## config.mk

```make
export PLATFORM = sky130hd
export DESIGN_NAME = can_tx_scheduler
export DESIGN_NICKNAME = d
export VERILOG_FILES = /design/src/rtl/can_tx_scheduler.sv
export SDC_FILE = /design/constraint.sdc
export NUM_CORES = 1
export LEC_CHECK = 0
export ABC_AREA = 1
export CAP_MARGIN = 40
export CORE_MARGIN = 4
export CORE_UTILIZATION = 41
export DETAILED_ROUTE_END_ITERATION = 6
export GPL_TIMING_DRIVEN = 0
export PLACE_DENSITY_LB_ADDON = 0.3
export SETUP_SLACK_MARGIN = 0.4
export SLEW_MARGIN = 20
export SYNTH_ARGS = -nofsm -noshare
export SYNTH_HDL_FRONTEND = slang
export SYNTH_SLANG_ARGS = --single-unit
```

## constraint.sdc

```tcl
create_clock -name clk -period 2.4 [get_ports clk]
set_input_delay 0.48 -clock clk [delete_from_list [all_inputs] [get_ports clk]]
set_output_delay 0.48 -clock clk [all_outputs]
set_load 0.02 [all_outputs]
```

## src/rtl/can_tx_scheduler.sv

```systemverilog
`default_nettype none
// ============================================================================
// Module      : can_tx_scheduler
// Description : Picks the pending TX mailbox with the lowest CAN ID, launches it
//               on the frame engine, retries lost arbitration and reports
//               done/err per mailbox. Optional mailbox abort: CAN_TXS_ABORT_EN.
// Revision    : 1.0 - initial release
// ============================================================================
module can_tx_scheduler #(
   parameter int NUM_MB    = 4,
   parameter int ID_W      = 11,
   parameter int DATA_W    = 32,
   parameter int RETRY_MAX = 8
) (
   input  logic                     clk,
   input  logic                     rst,
   input  logic [NUM_MB-1:0]        mb_valid,
   input  logic [NUM_MB*ID_W-1:0]   mb_id,
   input  logic [NUM_MB*DATA_W-1:0] mb_data,
`ifdef CAN_TXS_ABORT_EN
   input  logic [NUM_MB-1:0]        mb_abort,
`endif
   output logic [NUM_MB-1:0]        mb_done,
   output logic [NUM_MB-1:0]        mb_err,
   input  logic                     bus_idle,
   output logic                     tx_start,
   output logic [ID_W-1:0]          tx_id,
   output logic [DATA_W-1:0]        tx_data,
   input  logic                     tx_complete,
   input  logic                     tx_lost_arb,
   output logic                     busy
);

   localparam int         SEL_W        = $clog2(NUM_MB);
   localparam logic [7:0] c_RETRY_LAST = 8'(RETRY_MAX - 1);

   typedef enum logic [1:0] {
      S_IDLE   = 2'd0,
      S_SELECT = 2'd1,
      S_LAUNCH = 2'd2,
      S_WAIT   = 2'd3
   } state_t;

   state_t            r_state;
   logic [SEL_W-1:0]  r_sel;
   logic [7:0]        r_retry;

   logic [NUM_MB-1:0] w_cand;
   logic [NUM_MB-1:0] w_abort_err;
   logic              w_launch_abort;
   logic              w_any;
   logic [SEL_W-1:0]  w_best_sel;
   logic [ID_W-1:0]   w_best_id;
   logic [DATA_W-1:0] w_best_data;

`ifdef CAN_TXS_ABORT_EN
   logic [NUM_MB-1:0] r_aborted;
   logic [NUM_MB-1:0] w_sel_oh;
   logic [NUM_MB-1:0] w_abort_ok;

   assign w_sel_oh = NUM_MB'(1) << r_sel;
   // The frame already handed to the engine cannot be aborted; it must finish.
   assign w_abort_ok     = mb_abort & mb_valid & ~r_aborted &
                           ((r_state == S_WAIT) ? ~w_sel_oh : {NUM_MB{1'b1}});
   assign w_abort_err    = w_abort_ok;
   assign w_launch_abort = (r_state == S_LAUNCH) && (|(w_abort_ok & w_sel_oh));
   assign w_cand         = mb_valid & ~r_aborted & ~mb_abort;

   // Aborted mailboxes stay out of arbitration until their owner drops valid.
   always_ff @(posedge clk or posedge rst) begin
      if (rst) r_aborted <= '0;
      else     r_aborted <= (r_aborted | w_abort_ok) & mb_valid;
   end
`else
   assign w_abort_err    = '0;
   assign w_launch_abort = 1'b0;
   assign w_cand         = mb_valid;
`endif

   // Strict less-than while scanning upward gives ties to the lower index.
   always_comb begin
      w_any       = 1'b0;
      w_best_sel  = '0;
      w_best_id   = '1;
      w_best_data = '0;
      for (int i = 0; i < NUM_MB; i++) begin
         if (w_cand[i] && (!w_any || (mb_id[i*ID_W +: ID_W] < w_best_id))) begin
            w_any       = 1'b1;
            w_best_sel  = SEL_W'(i);
            w_best_id   = mb_id[i*ID_W +: ID_W];
            w_best_data = mb_data[i*DATA_W +: DATA_W];
         end
      end
   end

   always_ff @(posedge clk or posedge rst) begin
      if (rst) begin
         r_state  <= S_IDLE;
         r_sel    <= '0;
         r_retry  <= '0;
         tx_start <= 1'b0;
         tx_id    <= '0;
         tx_data  <= '0;
         mb_done  <= '0;
         mb_err   <= '0;
      end else begin
         tx_start <= 1'b0;
         mb_done  <= '0;
         mb_err   <= w_abort_err;
         case (r_state)
            S_IDLE: begin
               if (|w_cand) r_state <= S_SELECT;
            end
            S_SELECT: begin
               if (w_any) begin
                  r_sel   <= w_best_sel;
                  tx_id   <= w_best_id;
                  tx_data <= w_best_data;
                  if (w_best_sel != r_sel) r_retry <= '0;
                  r_state <= S_LAUNCH;
               end else begin
                  r_state <= S_IDLE;
               end
            end
            S_LAUNCH: begin
               if (w_launch_abort) begin
                  r_state <= S_IDLE;
               end else if (bus_idle) begin
                  tx_start <= 1'b1;
                  r_state  <= S_WAIT;
               end
            end
            S_WAIT: begin
               if (tx_complete) begin
                  mb_done[r_sel] <= 1'b1;
                  r_retry        <= '0;
                  r_state        <= S_IDLE;
               end else if (tx_lost_arb) begin
                  if (r_retry >= c_RETRY_LAST) begin
                     mb_err[r_sel] <= 1'b1;
                     r_retry       <= '0;
                  end else begin
                     r_retry <= r_retry + 8'd1;
                  end
                  r_state <= S_IDLE;
               end
            end
            default: r_state <= S_IDLE;
         endcase
      end
   end

   assign busy = (r_state != S_IDLE);

endmodule
`default_nettype wire
```

## Yosys cells after proc, flatten, opt, wreduce, memory -nomap -nowiden

Cells that the tools add are included.

| operators by class | value |
|---|---|
| add/sub/neg operators | 1 |
| order comparisons | 6 |
| equality and inequality tests | 9 |
| multiplexer cells | 37 |
| reduce and logical (&&, ||, !) cells | 17 |

Operator list:

| cell | number |
|---|---|
| 32-bit 2-to-1 mux | 4 |
| 11-bit 2-to-1 mux | 4 |
| 8-bit 2-to-1 mux | 5 |
| 11-bit less-than comparator | 3 |
| 4-bit 2-to-1 mux | 6 |
| 8-bit case mux with 2 select lines | 1 |
| 2-bit 2-to-1 mux | 7 |
| 8-bit by 1-bit adder with 8-bit output, second input constant | 1 |
| 8-bit by 3-bit greater-or-equal comparator with 1-bit output, second input constant | 1 |
| 1-bit 2-to-1 mux | 8 |
| 2-bit != test, second input constant | 4 |
| 2-bit case mux with 4 select lines | 1 |
| 2-bit equality test, second input constant | 2 |
| 1-bit logical AND | 4 |
| 4-bit AND reduction | 1 |
| 2-bit nonzero test | 2 |
| 4-bit OR reduction | 1 |
| 1-bit zero test | 3 |
| 1-bit logical OR | 3 |
| 2-bit by 3-bit less-than comparator with 1-bit output, second input constant | 1 |
| 3-bit != test, second input constant | 1 |
| 3-bit AND reduction | 1 |
| 1-bit demux with 2-bit select | 1 |
| 2-bit by 1-bit equality test with 1-bit output, second input constant | 1 |
| 4 further kinds | 4 |

| word-level totals | value |
|---|---|
| register bits | 64 |
| input bits | 181 |
| output and inout port bits | 53 |
| word-level logic and storage cells | 78 |

## Logic depth before layout (Yosys ltp)

| depth | value |
|---|---|
| depth after elaboration | 17 |
| gate-level depth with buffers | 43 |
| gate-level depth less buffers | 40 |

## Worst setup path before layout

OpenSTA, ideal clock, no wires.

| timing | value |
|---|---|
| kind | input to register |
| from | input mb_valid[0] |
| to | register tx_data[0] |
| setup time | 124 ps |
| arrival time | 4,905 ps |
| required time | 2,276 ps |
| setup slack | -2,629 ps |
| stages on the path | 37 |
| path buffers | 4 |
| path through | buf_6 > clkinv_1 > nor2_1 > ha_1 > nand2_1 > nor2_1 > nand2_1 > nor2_1 > nand3_1 > nand3_2 > nand2_2 > nand2_4 > clkinv_1 > o21ai_0 > ha_1 > a21oi_1 > nor2_1 > a211oi_1 > o221a_2 > nand2_1 > nand2_2 > nand2_4 > clkbuf_1 > nand2_1 > o21ai_0 > ha_1 > a21oi_1 > nor2_1 > a211oi_1 > o221a_2 > nand2_1 > nand2_2 > nand2_4 > buf_6 > buf_4 > o211ai_1 > nand2_1 |

| on the way | value |
|---|---|
| longest elaborated chain between the ends | 14 |
| elaborated cells on any way between the ends | 24 |
| classes of those cells | 3 x order compare; 11 x mux; 10 x reduce/logical |

Ends and longest elaborated chain:

| item | line | text |
|---|---|---|
| start: declaration | 17 | `input logic [NUM_MB-1:0] mb_valid,` |
| 11-bit 2-to-1 mux / 1-bit 2-to-1 mux (equally long branches) | 87 | `if (w_cand[i] && (!w_any \|\| (mb_id[i*ID_W +: ID_W] < w_best_id))) begin` |
| 11-bit less-than comparator / 1-bit zero test (equally long branches) | 87 |  |
| 1-bit logical OR | 87 |  |
| 1-bit logical AND | 87 |  |
| 11-bit 2-to-1 mux / 1-bit 2-to-1 mux (equally long branches) | 87 |  |
| 11-bit less-than comparator / 1-bit zero test (equally long branches) | 87 |  |
| 1-bit logical OR | 87 |  |
| 1-bit logical AND | 87 |  |
| 11-bit 2-to-1 mux / 1-bit 2-to-1 mux (equally long branches) | 87 |  |
| 11-bit less-than comparator / 1-bit zero test (equally long branches) | 87 |  |
| 1-bit logical OR | 87 |  |
| 1-bit logical AND | 87 |  |
| 1-bit 2-to-1 mux | 87 |  |
| 2-bit AND reduction (no source line) | n/a |  |
| end signal: assignment | 118 | `tx_data <= w_best_data;` |
| end: declaration | 28 | `output logic [DATA_W-1:0] tx_data,` |

Several ways; a longest one is shown, not always the timed one.
A chain may end at the register's enable or synchronous reset.

## Final worst setup path

| timing | value |
|---|---|
| from | input mb_valid[0] |
| to | register tx_id[10] |

| on the way | value |
|---|---|
| longest elaborated chain between the ends | 14 |
| elaborated cells on any way between the ends | 21 |
| classes of those cells | 3 x order compare; 8 x mux; 10 x reduce/logical |

Ends and longest elaborated chain:

| item | line | text |
|---|---|---|
| 11-bit 2-to-1 mux / 1-bit 2-to-1 mux (equally long branches) | 87 |  |
| 11-bit less-than comparator / 1-bit zero test (equally long branches) | 87 |  |
| 1-bit logical OR | 87 |  |
| 1-bit logical AND | 87 |  |
| 11-bit 2-to-1 mux / 1-bit 2-to-1 mux (equally long branches) | 87 |  |
| 11-bit less-than comparator / 1-bit zero test (equally long branches) | 87 |  |
| 1-bit logical OR | 87 |  |
| 1-bit logical AND | 87 |  |
| 11-bit 2-to-1 mux / 1-bit 2-to-1 mux (equally long branches) | 87 |  |
| 11-bit less-than comparator / 1-bit zero test (equally long branches) | 87 |  |
| 1-bit logical OR | 87 |  |
| 1-bit logical AND | 87 |  |
| 1-bit 2-to-1 mux | 87 |  |
| 2-bit AND reduction (no source line) | n/a |  |
| end signal: assignment | 117 | `tx_id <= w_best_id;` |
| end: declaration | 27 | `output logic [ID_W-1:0] tx_id,` |

Several ways; a longest one is shown, not always the timed one.

==> impl_metrics.json <==
{
  "fin_setup_tns_ps": -151930,
  "layout_setup_ws_ps": -2980,
  "antenna_found_initial": 0,
  "holdPathStages": 2,
  "seq_area_frac_synth_pct": 35.1,
  "grt_pass1_vias": 6256,
  "clock_sinks": 64,
  "syn_avg_cell_area_um2": 7.28,
  "port_buffers": 233,
  "chipWidth_um": 113,
  "dp_hpwl_mm": 13.8,
  "finalSetupViolCount": 53,
  "dp_cells": 1001,
  "die-area_um2": 12900,
  "worst-slew-pin-transition_ps": 922,
  "yosys.cell_count.top_type": "nand2_1",
  "post-route-period-util_pct": 224,
  "finalPower_mw": 7.04,
  "synth_top_cell_area_share_pct": 35.1,
  "final_cells": 1072,
  "fillCellCount": 647,
  "worst_hold_slack_ps": 482,
  "slowest_stage": "ha_4",
  "power.density_nw_per_um2": 780,
  "clkTransAtPathRegs_ps": 70,
  "synth_cell_type_count": 34,
  "clk_latency_ps": 350,
  "first_iter_violations": 598,
  "async_flop_share_pct": 100,
  "grt_max_degree": 35,
  "rr_worst_depth": 6,
  "min_period_ps": 5380,
  "via_per_inst": 5.92,
  "routed_wl_mm": 23.6,
  "ys_seq_elements": 64,
  "diodes": 0,
  "cp_data_required_time_ps": 2620,
  "drv_cap": 0,
  "synth_area_leaders": "dfrtp_1 (35%), nand2_1 (16%), ha_1 (8.2%), a21oi_1 (6.7%), o211ai_1 (5.3%)",
  "synthCells": 627,
  "cts_buffer_depth": 2,
  "final_nets": 1139,
  "cts_buffers": 9,
  "clock_skew_ps": 12.9,
  "slew_headroom_pct": 38.6,
  "io_pins": 234,
  "remaining_drc_errors": 0,
  "slew_violations": 0,
  "violations": "negative setup slack",
  "fmax_mhz": 186,
  "cts_root_buf": "clkbuf_8",
  "vias": 6341,
  "cts_hold_buf": 0,
  "cp.arrival_ps": 5600,
  "min_path_type": "reg2reg",
  "die_y_um": 113,
  "fin_util_pct": 82.9,
  "leakage_nw": 3.95,
  "synthTopCellsByCount": "nand2_1 (193), dfrtp_1 (64), nor2_1 (63), a21oi_1 (61), o211ai_1 (32)",
  "yosysWarnings": 0,
  "wl_per_cell_um": 22.0,
  "grt.total_usage_pct": 29.0,
  "crit_top_cell": "nand2_2",
  "ant_nets": 0,
  "start_util_pct": 41.9,
  "rsz0062_at_grt": "true",
  "drive_gt1_share_pct": 24.9,
  "status": "finished with violations",
  "syn_nets": 838,
  "placeableCoreArea_um2": 10900,
  "crit_type": "in2reg",
  "area_growth_pct": 97.8,
  "cpPeakStageDelay_ps": 240,
  "syn_area_um2": 4560,
  "cts.htree.levels": 3,
  "dominantRegCellSynth": "dfrtp_1",
  "peakVddDrop_mv": 0.470,
  "crit_fanout": 7,
  "num_rows": 38,
  "gr-total-overflow": 0,
  "synth_edf_count": 0,
  "hold_viol": 0,
  "drt_first_pass_iters": 5,
  "grt_pass1_wl_mm": 29.9,
  "crit_path_start_kind": "input pin",
  "synth_top_cell_by_area": "dfrtp_1",
  "gp_congestion": 0.896,
  "cts_tree": "built",
  "endpoint_kind": "register"
}
sequential cells by signal, summed over array words and instances, names as in the netlist, named ones only:
signal and cells:
mb_done 4, mb_err 4, r_state 1, r_retry 8, tx_start 1, tx_data 32, tx_id 11, r_sel 2
what timing repair did:
action / 4_1_cts / 5_1_grt
gates resized for setup: 129 / 128
gates cloned: 7 / 3
hold endpoints to repair: 0 / 0
pin swaps: 49 / 70
endpoints found under the setup margin: 55 / 54
buffers inserted: 30 / 16
cell families (layout without fill, tap and decap cells):
kind of cell / after synthesis / after routing / synth area share, %
AND/OR/NAND/NOR: 293 / 295 / 26.2
AO/OA/AOI/OAI: 167 / 167 / 23.3
flip-flops: 64 / 64 / 35.1
XOR/XNOR: 1 / 1 / 0.192
buffers and inverters: 72 / 375 / 6.91
adder cells (fa/ha/maj): 30 / 30 / 8.23
through the flow:
step	setup slack, ps	area, um^2
floorplan	-2270	4750
global placement	-3420	7250
detailed placement	-3590	7270
CTS	-2500	8150
global route	-3040	9030
finish	-2980	9030
per-layer routing:
metal | vias to the layer above | GRT usage [%] | share of wire, %
li1 | 2777 | - | -
met1 | 3021 | 33.4 | 35
met2 | 414 | 51.1 | 51
met3 | 129 | 6.10 | 7.2
met4 | 0 | 13.8 | 6.6
met5 | - | 0 | 0
power by group:
part / switching (mW) / internal (mW)
sequential: 0.267 / 1.50
combinational: 2.46 / 1.96
clock: 0.433 / 0.423
critical path: cells and delay by family:
family / cells / cell delay, ps
AND/OR/NAND/NOR: 19 / 1850
buffers and inverters: 11 / 1420
AO/OA/AOI/OAI: 7 / 1140
adder cells (fa/ha/maj): 3 / 680
path summary, 6_finish.rpt:
path / to / slack, ps / startpoint
worst max-delay path: tx_id[10]$_DFFE_PP0P_ / -2980 / mb_valid[0]
worst min-delay path: tx_data[23]$_DFFE_PP0P_ / 480 / tx_data[23]$_DFFE_PP0P_
worst max register to register: tx_data[17]$_DFFE_PP0P_ / 420 / r_state[0]$_DFFE_PP0P_
worst min register to register: tx_data[23]$_DFFE_PP0P_ / 480 / tx_data[23]$_DFFE_PP0P_
max in group asynchronous: mb_err[2]$_DFF_PP0_ / 1190 / rst
min in group asynchronous: tx_data[25]$_DFFE_PP0P_ / 590 / rst
cell type report:
class                   count  area [um^2]  share of cell area, %
plain buffers              38          349                   3.87
clock buffers              12          155                   1.72
clock inverters             3         17.5                  0.194
inverters                  34          163                   1.80
multi-input cells         493         3620                   40.2
flip-flops and latches     64         1600                   17.7
well taps                 140          175                   1.94
repair buffers            287         2930                   32.4
repair inverters            1         16.3                  0.180
placed cells by master (no fill, tap or decap), types with 5 or more instances in the layout:
cell             netlist  layout
a21oi_1               61      45
a21oi_2                0      13
buf_12                 0       5
buf_4                  1      34
buf_6                  5      11
buf_8                  0      10
clkbuf_1              28      23
clkbuf_16              0       6
clkbuf_8               0      12
clkdlybuf4s50_1        0     212
dfrtp_1               64      64
dlygate4sd2_1          0      16
ha_1                  30      11
ha_4                   0      17
inv_1                 30      29
nand2_1              193     160
nand2_2                7      25
nand2_4                4      19
nand3_1               14      12
nor2_1                63      50
nor2_2                 1       5
nor2_4                 0       9
o211ai_1              32      32
o21ai_1                6       8
o21ai_2                0      12
o21ai_4                0      13
o311ai_0              23       8
o311ai_1               9      12
o311ai_4               0       9
Power figures use the tool's default switching activity.
